### src/rtl/instruction_fetch_unit_if.sv
// ---------------------------------------------------------------------------
// instruction_fetch_unit_if
// Groups every non-clock, non-reset signal of the instruction fetch unit.
//   master : the fetch unit itself (drives imem_addr and the IF/ID outputs,
//            receives hazard/redirect controls and the instruction word)
//   slave  : the surrounding datapath / instruction memory
// Signals:
//   stall, branch_taken, branch_target, jump, jump_target : control in
//   imem_addr (out) / imem_word (in)                       : instruction memory
//   if_id_instr, if_id_pc_plus4, if_id_valid               : IF/ID register
//   fetch_count                                            : debug counter
// ---------------------------------------------------------------------------
interface instruction_fetch_unit_if;
  logic        stall;
  logic        branch_taken;
  logic [31:0] branch_target;
  logic        jump;
  logic [31:0] jump_target;
  logic [31:0] imem_addr;
  logic [31:0] imem_word;
  logic [31:0] if_id_instr;
  logic [31:0] if_id_pc_plus4;
  logic        if_id_valid;
  logic [31:0] fetch_count;

  modport master (
    input  stall, branch_taken, branch_target, jump, jump_target, imem_word,
    output imem_addr, if_id_instr, if_id_pc_plus4, if_id_valid, fetch_count
  );

  modport slave (
    output stall, branch_taken, branch_target, jump, jump_target, imem_word,
    input  imem_addr, if_id_instr, if_id_pc_plus4, if_id_valid, fetch_count
  );
endinterface

### src/rtl/instruction_fetch_unit.sv
// ---------------------------------------------------------------------------
// instruction_fetch_unit
// Fetch stage of the MIPS pipeline: owns the PC, addresses the combinational
// instruction memory, and captures the returned word into IF/ID.
// Ports:
//   clk    : rising-edge clock
//   reset  : synchronous, active-high reset
//   bus    : instruction_fetch_unit_if.master (controls, imem, IF/ID, counter)
// Next-PC priority: jump > branch_taken > stall > sequential (PC+4).
// A redirect always flushes IF/ID, even when stall is also asserted.
// ---------------------------------------------------------------------------
module instruction_fetch_unit #(
  parameter logic [31:0] RESET_PC = 32'h0000_0000,
  parameter logic [31:0] NOP_WORD = 32'h0000_0000
) (
  input logic                      clk,
  input logic                      reset,
  instruction_fetch_unit_if.master bus
);

  logic [31:0] pc_q,       pc_d;
  logic [31:0] instr_q,    instr_d;
  logic [31:0] pc_plus4_q, pc_plus4_d;
  logic        valid_q,    valid_d;
  logic [31:0] count_q,    count_d;

  logic [31:0] seq_pc;
  logic        redirect;
  logic [31:0] redirect_pc;

  // Sequential address and redirect target; targets are silently word-aligned.
  always_comb begin
    seq_pc   = pc_q + 32'd4;
    redirect = bus.jump | bus.branch_taken;
    if (bus.jump) begin
      redirect_pc = {bus.jump_target[31:2], 2'b00};
    end else begin
      redirect_pc = {bus.branch_target[31:2], 2'b00};
    end
  end

  // Next-state for PC, IF/ID and fetch counter.
  always_comb begin
    pc_d       = pc_q;
    instr_d    = instr_q;
    pc_plus4_d = pc_plus4_q;
    valid_d    = valid_q;
    count_d    = count_q;
    if (redirect) begin
      // Flush wins over stall so a squashed slot is never held in decode.
      pc_d       = redirect_pc;
      instr_d    = NOP_WORD;
      pc_plus4_d = 32'h0000_0000;
      valid_d    = 1'b0;
    end else if (bus.stall) begin
      pc_d = pc_q;
    end else begin
      pc_d       = seq_pc;
      instr_d    = bus.imem_word;
      pc_plus4_d = seq_pc;
      valid_d    = 1'b1;
      count_d    = count_q + 32'd1;
    end
  end

  // State registers with synchronous reset.
  always_ff @(posedge clk) begin
    if (reset) begin
      pc_q       <= RESET_PC;
      instr_q    <= NOP_WORD;
      pc_plus4_q <= 32'h0000_0000;
      valid_q    <= 1'b0;
      count_q    <= 32'h0000_0000;
    end else begin
      pc_q       <= pc_d;
      instr_q    <= instr_d;
      pc_plus4_q <= pc_plus4_d;
      valid_q    <= valid_d;
      count_q    <= count_d;
    end
  end

  assign bus.imem_addr      = pc_q;
  assign bus.if_id_instr    = instr_q;
  assign bus.if_id_pc_plus4 = pc_plus4_q;
  assign bus.if_id_valid    = valid_q;
  assign bus.fetch_count    = count_q;

endmodule

### src/flat_wrapper.sv
// flat-port wrapper written by rule: the top's interface ports become plain ports
module instruction_fetch_unit_flat 
#(
  parameter logic [31:0] RESET_PC = 32'h0000_0000,
  parameter logic [31:0] NOP_WORD = 32'h0000_0000
)
  (clk, reset, bus_stall, bus_branch_taken, bus_branch_target, bus_jump, bus_jump_target, bus_imem_word, bus_imem_addr, bus_if_id_instr, bus_if_id_pc_plus4, bus_if_id_valid, bus_fetch_count);
  instruction_fetch_unit_if bus_i ();
  input logic clk;
  input logic reset;
  input wire logic [$bits(bus_i.stall)-1:0] bus_stall;
  input wire logic [$bits(bus_i.branch_taken)-1:0] bus_branch_taken;
  input wire logic [$bits(bus_i.branch_target)-1:0] bus_branch_target;
  input wire logic [$bits(bus_i.jump)-1:0] bus_jump;
  input wire logic [$bits(bus_i.jump_target)-1:0] bus_jump_target;
  input wire logic [$bits(bus_i.imem_word)-1:0] bus_imem_word;
  output wire logic [$bits(bus_i.imem_addr)-1:0] bus_imem_addr;
  output wire logic [$bits(bus_i.if_id_instr)-1:0] bus_if_id_instr;
  output wire logic [$bits(bus_i.if_id_pc_plus4)-1:0] bus_if_id_pc_plus4;
  output wire logic [$bits(bus_i.if_id_valid)-1:0] bus_if_id_valid;
  output wire logic [$bits(bus_i.fetch_count)-1:0] bus_fetch_count;
  assign bus_i.stall = bus_stall;
  assign bus_i.branch_taken = bus_branch_taken;
  assign bus_i.branch_target = bus_branch_target;
  assign bus_i.jump = bus_jump;
  assign bus_i.jump_target = bus_jump_target;
  assign bus_i.imem_word = bus_imem_word;
  assign bus_imem_addr = bus_i.imem_addr;
  assign bus_if_id_instr = bus_i.if_id_instr;
  assign bus_if_id_pc_plus4 = bus_i.if_id_pc_plus4;
  assign bus_if_id_valid = bus_i.if_id_valid;
  assign bus_fetch_count = bus_i.fetch_count;
  instruction_fetch_unit #(.RESET_PC(RESET_PC), .NOP_WORD(NOP_WORD)) u_core (.clk(clk), .reset(reset), .bus(bus_i));
endmodule
### config.mk
export PLATFORM = sky130hd
export DESIGN_NAME = instruction_fetch_unit_flat
export DESIGN_NICKNAME = d
export VERILOG_FILES = /design/src/rtl/instruction_fetch_unit_if.sv /design/src/rtl/instruction_fetch_unit.sv /design/src/flat_wrapper.sv
export SDC_FILE = /design/constraint.sdc
export NUM_CORES = 1
export LEC_CHECK = 0
export CORE_UTILIZATION = 48
export CTS_CLUSTER_SIZE = 24
export DETAILED_ROUTE_END_ITERATION = 10
export PLACE_DENSITY = 0.87
export SETUP_SLACK_MARGIN = 0.15
export SYNTH_ARGS = -nofsm -noshare
export SYNTH_HDL_FRONTEND = slang
export SYNTH_SLANG_ARGS = --single-unit
### constraint.sdc
create_clock -name clk -period 5.76 [get_ports clk]
set_input_delay 0.576 -clock clk [delete_from_list [all_inputs] [get_ports clk]]
set_output_delay 0.576 -clock clk [all_outputs]
set_load 0.02 [all_outputs]
==> impl_metrics.env <==
export IMPL_grt_setup_unrepaired="no"
export IMPL_syn_to_final_growth_pct=46.7
export IMPL_io_pins=230
export IMPL_p_comb_frac=0.127
export IMPL_route_final_wire_length_um=18000
export IMPL_total_cts_buffers=17
export IMPL_dpl_instance_area_um2=8200
export IMPL_synth_seq_area_share=0.420
export IMPL_ys_top_cells_by_count="dfxtp_1, nor2_1, a21oi_1"
export IMPL_first_global_vias=5730
export IMPL_synth_top_area_frac=0.420
export IMPL_post_route_period_util=0.448
export IMPL_crit_path_cell_trace="and3_1 > nand4_1 > nor3_1 > a31o_2 > a21oi_1"
export IMPL_ys_seq_elements=125
export IMPL_floorplan_die_height_um=113
export IMPL_grt_antenna_before_repair=0
export IMPL_starting_density=0.494
export IMPL_max_freq_mhz=388
export IMPL_power_clock_fraction=0.450
export IMPL_cts_tree="yes"
export IMPL_crit_path_top_delay_cell="nand4_1"
export IMPL_timing_max_slew_rel_slack=0.363
export IMPL_die_width_um=113
export IMPL_cts_path_max_buffers=2
export IMPL_final_antenna_net_count=0
export IMPL_slowest_delay_ns=0.76
export IMPL_clkSinkCount=125
export IMPL_coreArea_um2=12100
export IMPL_critical_path_max_fanout=23
export IMPL_synth_most_common_cell="dfxtp_1"
export IMPL_synth_warning_count=0
export IMPL_worst_hold_path_type="reg -> reg"
export IMPL_drt_drc_violations_left=0
export IMPL_yosys_area_top_type="dfxtp_1"
export IMPL_nFillCells=885
export IMPL_via_per_inst=5.61
export IMPL_crit_arrival_ns=2.85
export IMPL_syn_avg_cell_area_um2=8.44
export IMPL_numPortBuffers=221
export IMPL_synth_cells=705
export IMPL_wl_per_cell_um=16.7
export IMPL_multi_input_area_um2=3180
export IMPL_largest_net_degree_at_the_start_of_global_routing=63
export IMPL_clk_insertion_delay_late_ns=0.41
export IMPL_floorplan_die_area_um2=12900
export IMPL_firstDrtPassIters=5
export IMPL_setup_worst_path_start_class="register"
export IMPL_required_time_at_the_endpoint_of_the_critical_path_ns=6.03
export IMPL_dp_final_hpwl_um=12600
export IMPL_vias=6030
export IMPL_cts_max_level=4
export IMPL_layout_drive_gt1_share=0.0519
export IMPL_first_iter_violations=372
export IMPL_postLayoutCellArea_um2=8730
export IMPL_overflow=0
export IMPL_ys_types=49
export IMPL_cts_repair_timing_setup_buffer_count=0
export IMPL_internal_power_w=0.00167
export IMPL_ff_latch_area_um2=2500
export IMPL_syn_area_um2=5950
export IMPL_crit_type="reg -> reg"
export IMPL_grt_pass1_wl_um=28400
export IMPL_swShare=0.235
export IMPL_tightest_slew_ns=0.952
export IMPL_report_final_hold_viol_count=0
export IMPL_crit_path_end_kind="register"
export IMPL_outcome="finished clean"
export IMPL_synth_enable_flop_cells=0
export IMPL_number_of_gates_resized_after_cts=0
export IMPL_irDropWorstVdd_mv=0.205
export IMPL_netSwitchingPower_w=0.000511
export IMPL_synth_area_leaders="dfxtp_1, mux2i_1, xnor2_1, nor2_1, a21oi_1"
export IMPL_antenna_diode_count=0
export IMPL_holdBufCountCts=0
export IMPL_globalplace_congestion=0.837
export IMPL_finalSetupTns_ns=0
export IMPL_power_density_nw_per_um2=249
export IMPL_clk_root_buffer_cell="clkbuf_16"
export IMPL_worst_clock_skew_ns=0.00848
export IMPL_placementRows=40
export IMPL_power_static_leakage_nw=3.09
export IMPL_setup_violations_final=0
export IMPL_layout_min_cycle_time_ns=2.58
export IMPL_maxCapViolCount=0
export IMPL_cts_reportedPaths_clkPinSlew_ns=0.05
export IMPL_synth_async_reset_ratio=0
export IMPL_drv_slew=0
export IMPL_postSynth_topFlopCell="dfxtp_1"
export IMPL_sequentialPowerShare=0.423
export IMPL_gr_usage_all_layers=0.279
export IMPL_design_final_nets=1002
critical path, delay by kind of cell (launching register included):
| kind | cells | cell delay (ns) |
|---|---|---|
| AO/OA/AOI/OAI | 2 | 0.28 |
| AND/OR/NAND/NOR | 3 | 1.74 |
| flip-flops | 1 | 0.41 |
cell families after synthesis:
kind of cell,synth area share
AND/OR/NAND/NOR,0.229
AO/OA/AOI/OAI,0.145
flip-flops,0.420
buffers and inverters,0.0481
XOR/XNOR,0.0868
multiplexers,0.0656
adder cells (fa/ha/maj),0.00420
other,0.000630
path summary, 6_finish.rpt:
kind | startpoint | endpoint | slack, ns | cells after the start
hold reg to reg | u_core.bus.if_id_valid | u_core.bus.if_id_valid | 0.45 | 1
setup / recovery | u_core.bus.fetch_count[2] | u_core.bus.fetch_count[31] | 3.18 | 5
setup reg to reg | u_core.bus.fetch_count[2] | u_core.bus.fetch_count[31] | 3.18 | 5
hold / removal | u_core.bus.if_id_valid | u_core.bus.if_id_valid | 0.45 | 1
placed cells by master, fill, tap and decap left out, drive strengths merged, types with 4 or more instances in the layout:
| master | netlist | layout |
|---|---|---|
| a211oi | 5 | 5 |
| a21oi | 61 | 61 |
| a22oi | 10 | 10 |
| and3 | 6 | 6 |
| and4 | 7 | 7 |
| buf | 24 | 12 |
| clkbuf | 34 | 24 |
| clkdlybuf4s50 | 0 | 218 |
| conb | 1 | 4 |
| dfxtp | 125 | 125 |
| inv | 10 | 10 |
| mux2i | 39 | 39 |
| nand2 | 50 | 50 |
| nand3 | 32 | 32 |
| nand3b | 11 | 11 |
| nand4 | 17 | 17 |
| nor2 | 86 | 86 |
| nor3 | 20 | 20 |
| nor4 | 23 | 23 |
| o21ai | 30 | 30 |
| o22ai | 15 | 15 |
| or3 | 7 | 7 |
| xnor2 | 38 | 38 |
| xor2 | 21 | 21 |
state kept, by name, indices dropped and copies added (netlist names):
| name | cells |
|---|---|
| u_core.bus.imem_addr | 30 |
| u_core.bus.if_id_valid | 1 |
| u_core.bus.if_id_pc_plus4 | 30 |
| u_core.bus.fetch_count | 32 |
| u_core.bus.if_id_instr | 32 |
metal layers:
metal,part of all wire,track usage,vias up
met4,0.036,0.139,0
met1,0.40,0.319,2832
met2,0.49,0.476,263
li1,-,-,2888
met5,0,0,-
met3,0.077,0.0814,47
layout make-up:
cell class	count	area share
Multi-Input combinational cell	515	0.364
Clock inverter	2	0.00401
Inverter	10	0.00430
Clock buffer	24	0.0574
Tap cell	168	0.0241
Sequential cell	125	0.286
Timing Repair Buffer	230	0.260
power by group through the flow:
| stage | clock network (W) | logic (W) | registers, W |
|---|---|---|---|
| after global placement | 0 | 0.000269 | 0.000938 |
| final | 0.000980 | 0.000276 | 0.000922 |
| after floorplan | 0 | 0.000117 | 0.000956 |
| after detailed placement | 0 | 0.000274 | 0.000939 |
| after global routing | 0.00103 | 0.000294 | 0.000925 |
| after CTS | 0.000995 | 0.000276 | 0.000921 |
stage by stage:
step	cells	hold WS (ns)	utilization	setup slack [ns]	total power [W]
after floorplan	708	0.541	-	3.67	0.00107
after global placement	1048	0.443	0.680	3.03	0.00121
after detailed placement	1048	0.446	0.680	2.97	0.00121
after CTS	1074	0.458	0.724	3.19	0.00219
after global routing	1074	0.478	0.724	2.96	0.00225
final	1074	0.452	0.724	3.18	0.00218
Note: power is estimated with default switching activity, not from simulation.
